--- config.mk ---
export PLATFORM = sky130hd
export DESIGN_NAME = j_mac_accum
export DESIGN_NICKNAME = d
export VERILOG_FILES = /design/src/rtl/j_mac_accum.sv
export SDC_FILE = /design/constraint.sdc
export NUM_CORES = 1
export LEC_CHECK = 0
export CORE_AREA = 5 5 194 196
export CTS_CLUSTER_DIAMETER = 150
export DETAILED_ROUTE_END_ITERATION = 7
export DIE_AREA = 0 0 199 201
export PLACE_DENSITY = 0.61
export SLEW_MARGIN = 20
export SYNTH_ARGS = -nofsm -noshare
export SYNTH_HDL_FRONTEND = slang
export SYNTH_SLANG_ARGS = --single-unit
--- constraint.sdc ---
create_clock -name sys_clk -period 16.4 [get_ports sys_clk]
set_clock_uncertainty 0.2 [all_clocks]
set_input_delay 3.28 -clock sys_clk [delete_from_list [all_inputs] [get_ports sys_clk]]
set_output_delay 3.28 -clock sys_clk [all_outputs]
set_load 0.05 [all_outputs]
--- src/rtl/j_mac_accum.sv ---
// Jerry DSP multiply-accumulate: signed 16x16 multiply into a 40-bit wrapping accumulator, two-stage pipe.
// Optional sticky overflow flag on port `ovf` when J_MAC_OVF_FLAG_EN is defined.
module j_mac_accum (
  input  logic               sys_clk,
  input  logic               reset,
  input  logic               go,
  input  logic [1:0]         op,
  input  logic signed [15:0] a,
  input  logic signed [15:0] b,
  input  logic               stall,
  output logic [31:0]        acc_lo,
  output logic               accum_32,
  output logic               accum_33,
  output logic               accum_34,
  output logic               accum_35,
  output logic               accum_36,
  output logic               accum_37,
  output logic               accum_38,
  output logic               accum_39,
  output logic               done
`ifdef J_MAC_OVF_FLAG_EN
  ,
  output logic               ovf
`endif
);

  localparam int DATA_W = 16;
  localparam int COEF_W = 16;
  localparam int PROD_W = DATA_W + COEF_W;
  localparam int ACC_W  = 40;

  typedef enum logic [1:0] {
    OP_LOAD  = 2'd0,
    OP_ADD   = 2'd1,
    OP_SUB   = 2'd2,
    OP_CLEAR = 2'd3
  } op_e;

  function automatic logic signed [ACC_W-1:0] acc_apply(
    input op_e                      opc,
    input logic signed [ACC_W-1:0]  acc,
    input logic signed [PROD_W-1:0] prod
  );
    logic signed [ACC_W-1:0] prod_ext;
    prod_ext  = prod;
    acc_apply = '0;
    unique case (opc)
      OP_LOAD:  acc_apply = prod_ext;
      OP_ADD:   acc_apply = acc + prod_ext;
      OP_SUB:   acc_apply = acc - prod_ext;
      OP_CLEAR: acc_apply = '0;
    endcase
  endfunction

`ifdef J_MAC_OVF_FLAG_EN
  // Signed overflow: both addends share a sign and the wrapped sum does not.
  function automatic logic add_ovf(
    input op_e                      opc,
    input logic signed [ACC_W-1:0]  acc,
    input logic signed [PROD_W-1:0] prod
  );
    logic signed [ACC_W-1:0] addend;
    logic signed [ACC_W-1:0] sum;
    addend  = prod;
    if (opc == OP_SUB) addend = -addend;
    sum     = acc + addend;
    add_ovf = (acc[ACC_W-1] == addend[ACC_W-1]) && (sum[ACC_W-1] != acc[ACC_W-1]);
  endfunction
`endif

  logic signed [PROD_W-1:0] a_ext;
  logic signed [PROD_W-1:0] b_ext;
  logic signed [PROD_W-1:0] prod_c;

  logic signed [PROD_W-1:0] prod_p1;
  op_e                      op_p1;
  logic                     vld_p1;

  logic signed [ACC_W-1:0]  acc_p2;
  logic                     vld_p2;
  logic signed [ACC_W-1:0]  acc_next;

  assign a_ext  = a;
  assign b_ext  = b;
  assign prod_c = a_ext * b_ext;

  // ---- Stage 1: multiply ----
  always_ff @(posedge sys_clk) begin
    if (reset) begin
      prod_p1 <= '0;
      op_p1   <= OP_LOAD;
      vld_p1  <= 1'b0;
    end else if (!stall) begin
      vld_p1 <= go;
      if (go) begin
        prod_p1 <= prod_c;
        op_p1   <= op_e'(op);
      end
    end
  end

  assign acc_next = acc_apply(op_p1, acc_p2, prod_p1);

  // ---- Stage 2: accumulate ----
  always_ff @(posedge sys_clk) begin
    if (reset) begin
      acc_p2 <= '0;
      vld_p2 <= 1'b0;
    end else if (!stall) begin
      vld_p2 <= vld_p1;
      if (vld_p1) acc_p2 <= acc_next;
    end
  end

`ifdef J_MAC_OVF_FLAG_EN
  logic ovf_p2;

  always_ff @(posedge sys_clk) begin
    if (reset) begin
      ovf_p2 <= 1'b0;
    end else if (!stall && vld_p1) begin
      unique case (op_p1)
        OP_LOAD, OP_CLEAR: ovf_p2 <= 1'b0;
        OP_ADD, OP_SUB: begin
          if (add_ovf(op_p1, acc_p2, prod_p1)) ovf_p2 <= 1'b1;
        end
      endcase
    end
  end

  assign ovf = ovf_p2;
`endif

  assign acc_lo   = acc_p2[31:0];
  assign accum_32 = acc_p2[32];
  assign accum_33 = acc_p2[33];
  assign accum_34 = acc_p2[34];
  assign accum_35 = acc_p2[35];
  assign accum_36 = acc_p2[36];
  assign accum_37 = acc_p2[37];
  assign accum_38 = acc_p2[38];
  assign accum_39 = acc_p2[39];
  assign done     = vld_p2;

endmodule

==> run_results.csv <==
group,metric,value,unit
outcome,status,"finished clean",
setup_path,crit_path_start_kind,"primary input",
sta,fin_crit_sh,0.606,
cells_and_area,drive_gt1_frac,0.0268,
yosys,ys_types,74,
setup_path,cp.required,16.44,ns
clock_network,post_cts_buffers,0,
sta,tns,0,ns
setup_path,end_kind,"register",
yosys,ys_ff_latch,76,
route,dr.pass1.iters,5,
global_routing,groute.usage.overall,0.198,
cells_and_area,syn_to_final_growth,8.82,%
sta,fmax,101,MHz
setup_path,crit_fanout,16,
clock_network,path_clk_slew,0.07,ns
die,start_util,0.441,
setup_path,regToRegSetupSlack,11.67,ns
yosys,syn_nets,2307,
die,fp.coreArea,35900,sq um
route,post-route-drc-count,0,
route,drt_iter0_markers,668,
global_routing,grt_max_degree,79,
sta,finalHoldViolations,0,
worst_hold_path,min_path_cells,2,
yosys,synth_area,15800,sq um
place,port-buffer-count,78,
setup_path,r2r_cells,16,
yosys,postSynth.asyncResetShare,0,
die,die_area,40000,sq um
yosys,ys.warnings.count,0,
clock_network,cts_made_buffers,9,
clock_network,cts_tree,"built",
sta,setup_viol,0,
yosys,ys.flop_type,"dfxtp_1",
die,die_w,199,um
die,ioPinCount,79,
clock_network,cts_htree_levels,3,
setup_path,rr_startpoint,"prod_p1[2]$_SDFFE_PP0P_",
yosys,syn_avg_cell_area,8.42,sq um
cells_and_area,final_nets,2322,
yosys,synth-edff-count,0,
worst_hold_path,min_to,"op_p1[0]$_SDFFE_PP0P_",
place,dp_hpwl,31.6,mm
sta,worst_pin_slew,0.987,ns
sta,rsz0062_at_grt,"false",
job,maxCapViolations,0,
sta,slew_headroom,0.340,
setup_path,timing.rr.end,"acc_p2[37]$_SDFFE_PP0P_",
place,place_congestion,0.894,
global_routing,grt-ovfl-total,0,
cells_and_area,antennaDiodeCount,0,
cells_and_area,most-common-layout-cells,"inv_1, fa_1, nand2_1",
sta,slew_viol_final,0,
worst_hold_path,hp-start,"op_p1[0]$_SDFFE_PP0P_",
route,wl,38.8,mm
cells_and_area,layout_commonest_cell,"inv_1",
sta,period_needed,9.94,ns
clock_network,cts.sinks,76,
route,wl_per_cell,16.4,um
clock_network,clk_latency,0.34,ns
die,rows,70,
clock_network,ctsResizeCount,0,
global_routing,grt_pass1_vias,12900,
clock_network,cts_buffer_depth,2,
worst_hold_path,min_path_type,"register to register",
clock_network,cts_hold_buf,0,
setup_path,cp_data_arrival_time,9.97,ns
route,detail-route-antenna-nets,0,
cells_and_area,fill_cells,3572,
die,dieHeight,201,um
setup_path,critPathKind,"primary input to register",
global_routing,antenna_found_initial,0,
yosys,netlist_instances,1882,
yosys,ys_seq_area_frac,0.0961,
route,viasPerCell,5.25,
global_routing,grt_pass1_wl,65.7,mm
route,vias,12400,
clock_network,root_buffer,"clkbuf_16",
-- registers in the layout, indices dropped and copies added, names as in the netlist --
| register | flops |
|---|---|
| acc_p2 | 40 |
| prod_p1 | 32 |
| op_p1 | 2 |
| vld_p1 | 1 |
| done | 1 |
-- worst max path at each step --
stage / to / slack (ns) / depth (start not counted) / from
2_1_floorplan: prod_p1[31]$_SDFFE_PP0P_ / 7.33 / 21 / a[15]
3_3_place_gp: prod_p1[31]$_SDFFE_PP0P_ / 6.21 / 21 / b[1]
3_5_place_dp: prod_p1[30]$_SDFFE_PP0P_ / 6.08 / 23 / b[1]
4_1_cts: prod_p1[30]$_SDFFE_PP0P_ / 6.44 / 23 / b[1]
5_1_grt: prod_p1[30]$_SDFFE_PP0P_ / 6.15 / 23 / b[2]
6_report: prod_p1[30]$_SDFFE_PP0P_ / 6.46 / 23 / b[1]
-- layout make-up --
cell class | instances | area (sq um) | area share
Multi-Input combinational cell | 1388 | 12700 | 0.738
Clock inverter | 6 | 71.3 | 0.00414
Clock buffer | 10 | 229 | 0.0133
Sequential cell | 76 | 1520 | 0.0883
Timing Repair Buffer | 87 | 843 | 0.0489
Tap cell | 468 | 586 | 0.0340
Inverter | 335 | 1260 | 0.0729
-- critical path: stages --
cell and delay (ns):
clkdlybuf4s50_1 0.89, nand2_1 0.22, inv_1 0.16, fa_1 0.54, fa_1 0.81, inv_1 0.15
fa_1 0.50, inv_1 0.05, fa_1 0.48, fa_1 0.48, inv_1 0.05, fa_1 0.47
inv_1 0.04, ha_1 0.33, o21ai_0 0.10, nand2b_1 0.12, nand3_1 0.09, o21ai_0 0.11
a211oi_1 0.39, nor3_1 0.11, a21oi_1 0.19, nor4_1 0.07, a211o_1 0.30
-- through the flow --
step | worst slack, ns | cell area, sq um | instances | util | hold slack [ns]
2_1_floorplan | 7.33 | 15800 | 1882 | - | 0.236
3_3_place_gp | 6.21 | 16900 | 2354 | 0.472 | 0.247
3_5_place_dp | 6.08 | 16900 | 2354 | 0.472 | 0.252
4_1_cts | 6.44 | 17200 | 2370 | 0.480 | 0.262
5_1_grt | 6.15 | 17200 | 2370 | 0.480 | 0.284
6_report | 6.46 | 17200 | 2370 | 0.480 | 0.257
-- cells in the mapped netlist, types with 4 or more instances --
library cell | n | area, sq um
a211o_1 | 5 | 43.8
a211oi_1 | 25 | 188
a21o_1 | 23 | 173
a21oi_1 | 105 | 526
a221oi_1 | 21 | 184
a31oi_1 | 9 | 56.3
and2_1 | 137 | 857
and3_1 | 6 | 37.5
buf_1 | 5 | 18.8
buf_2 | 7 | 35.0
clkbuf_1 | 68 | 255
dfxtp_1 | 76 | 1520
fa_1 | 263 | 5270
ha_1 | 124 | 1550
inv_1 | 335 | 1260
mux2i_1 | 7 | 70.1
nand2_1 | 208 | 781
nand2b_1 | 17 | 106
nand3_1 | 21 | 105
nand3b_1 | 4 | 30.0
nand4_1 | 7 | 43.8
nor2_1 | 104 | 390
nor2b_1 | 9 | 56.3
nor3_1 | 39 | 195
nor4_1 | 11 | 68.8
o211ai_1 | 9 | 67.6
o21a_1 | 11 | 82.6
o21ai_0 | 49 | 245
o21bai_1 | 8 | 60.1
or3_1 | 11 | 68.8
xnor2_1 | 72 | 631
xor2_1 | 18 | 158
-- cell families (layout without fill, tap and decap cells) --
kind of cell             after synthesis  count (layout)  share of synthesized area
flip-flops                            76              76                     0.0961
adder cells (fa/ha/maj)              387             387                      0.430
buffers and inverters                418             438                      0.101
multiplexers                           9               9                    0.00656
XOR/XNOR                              91              91                     0.0508
AND/OR/NAND/NOR                      595             595                      0.185
AO/OA/AOI/OAI                        306             306                      0.130
-- routing by layer --
metal / vias up / track usage / routed length, um
met5: - / 0 / 0
met4: 0 / 0.0266 / 300
met3: 20 / 0.0211 / 1790
met2: 273 / 0.325 / 17800
met1: 6118 / 0.292 / 19000
li1: 6030 / - / -
Power is left out: the tool's default activity adds up to more than one toggle a clock period on the data nets, which glitch-free logic cannot reach.
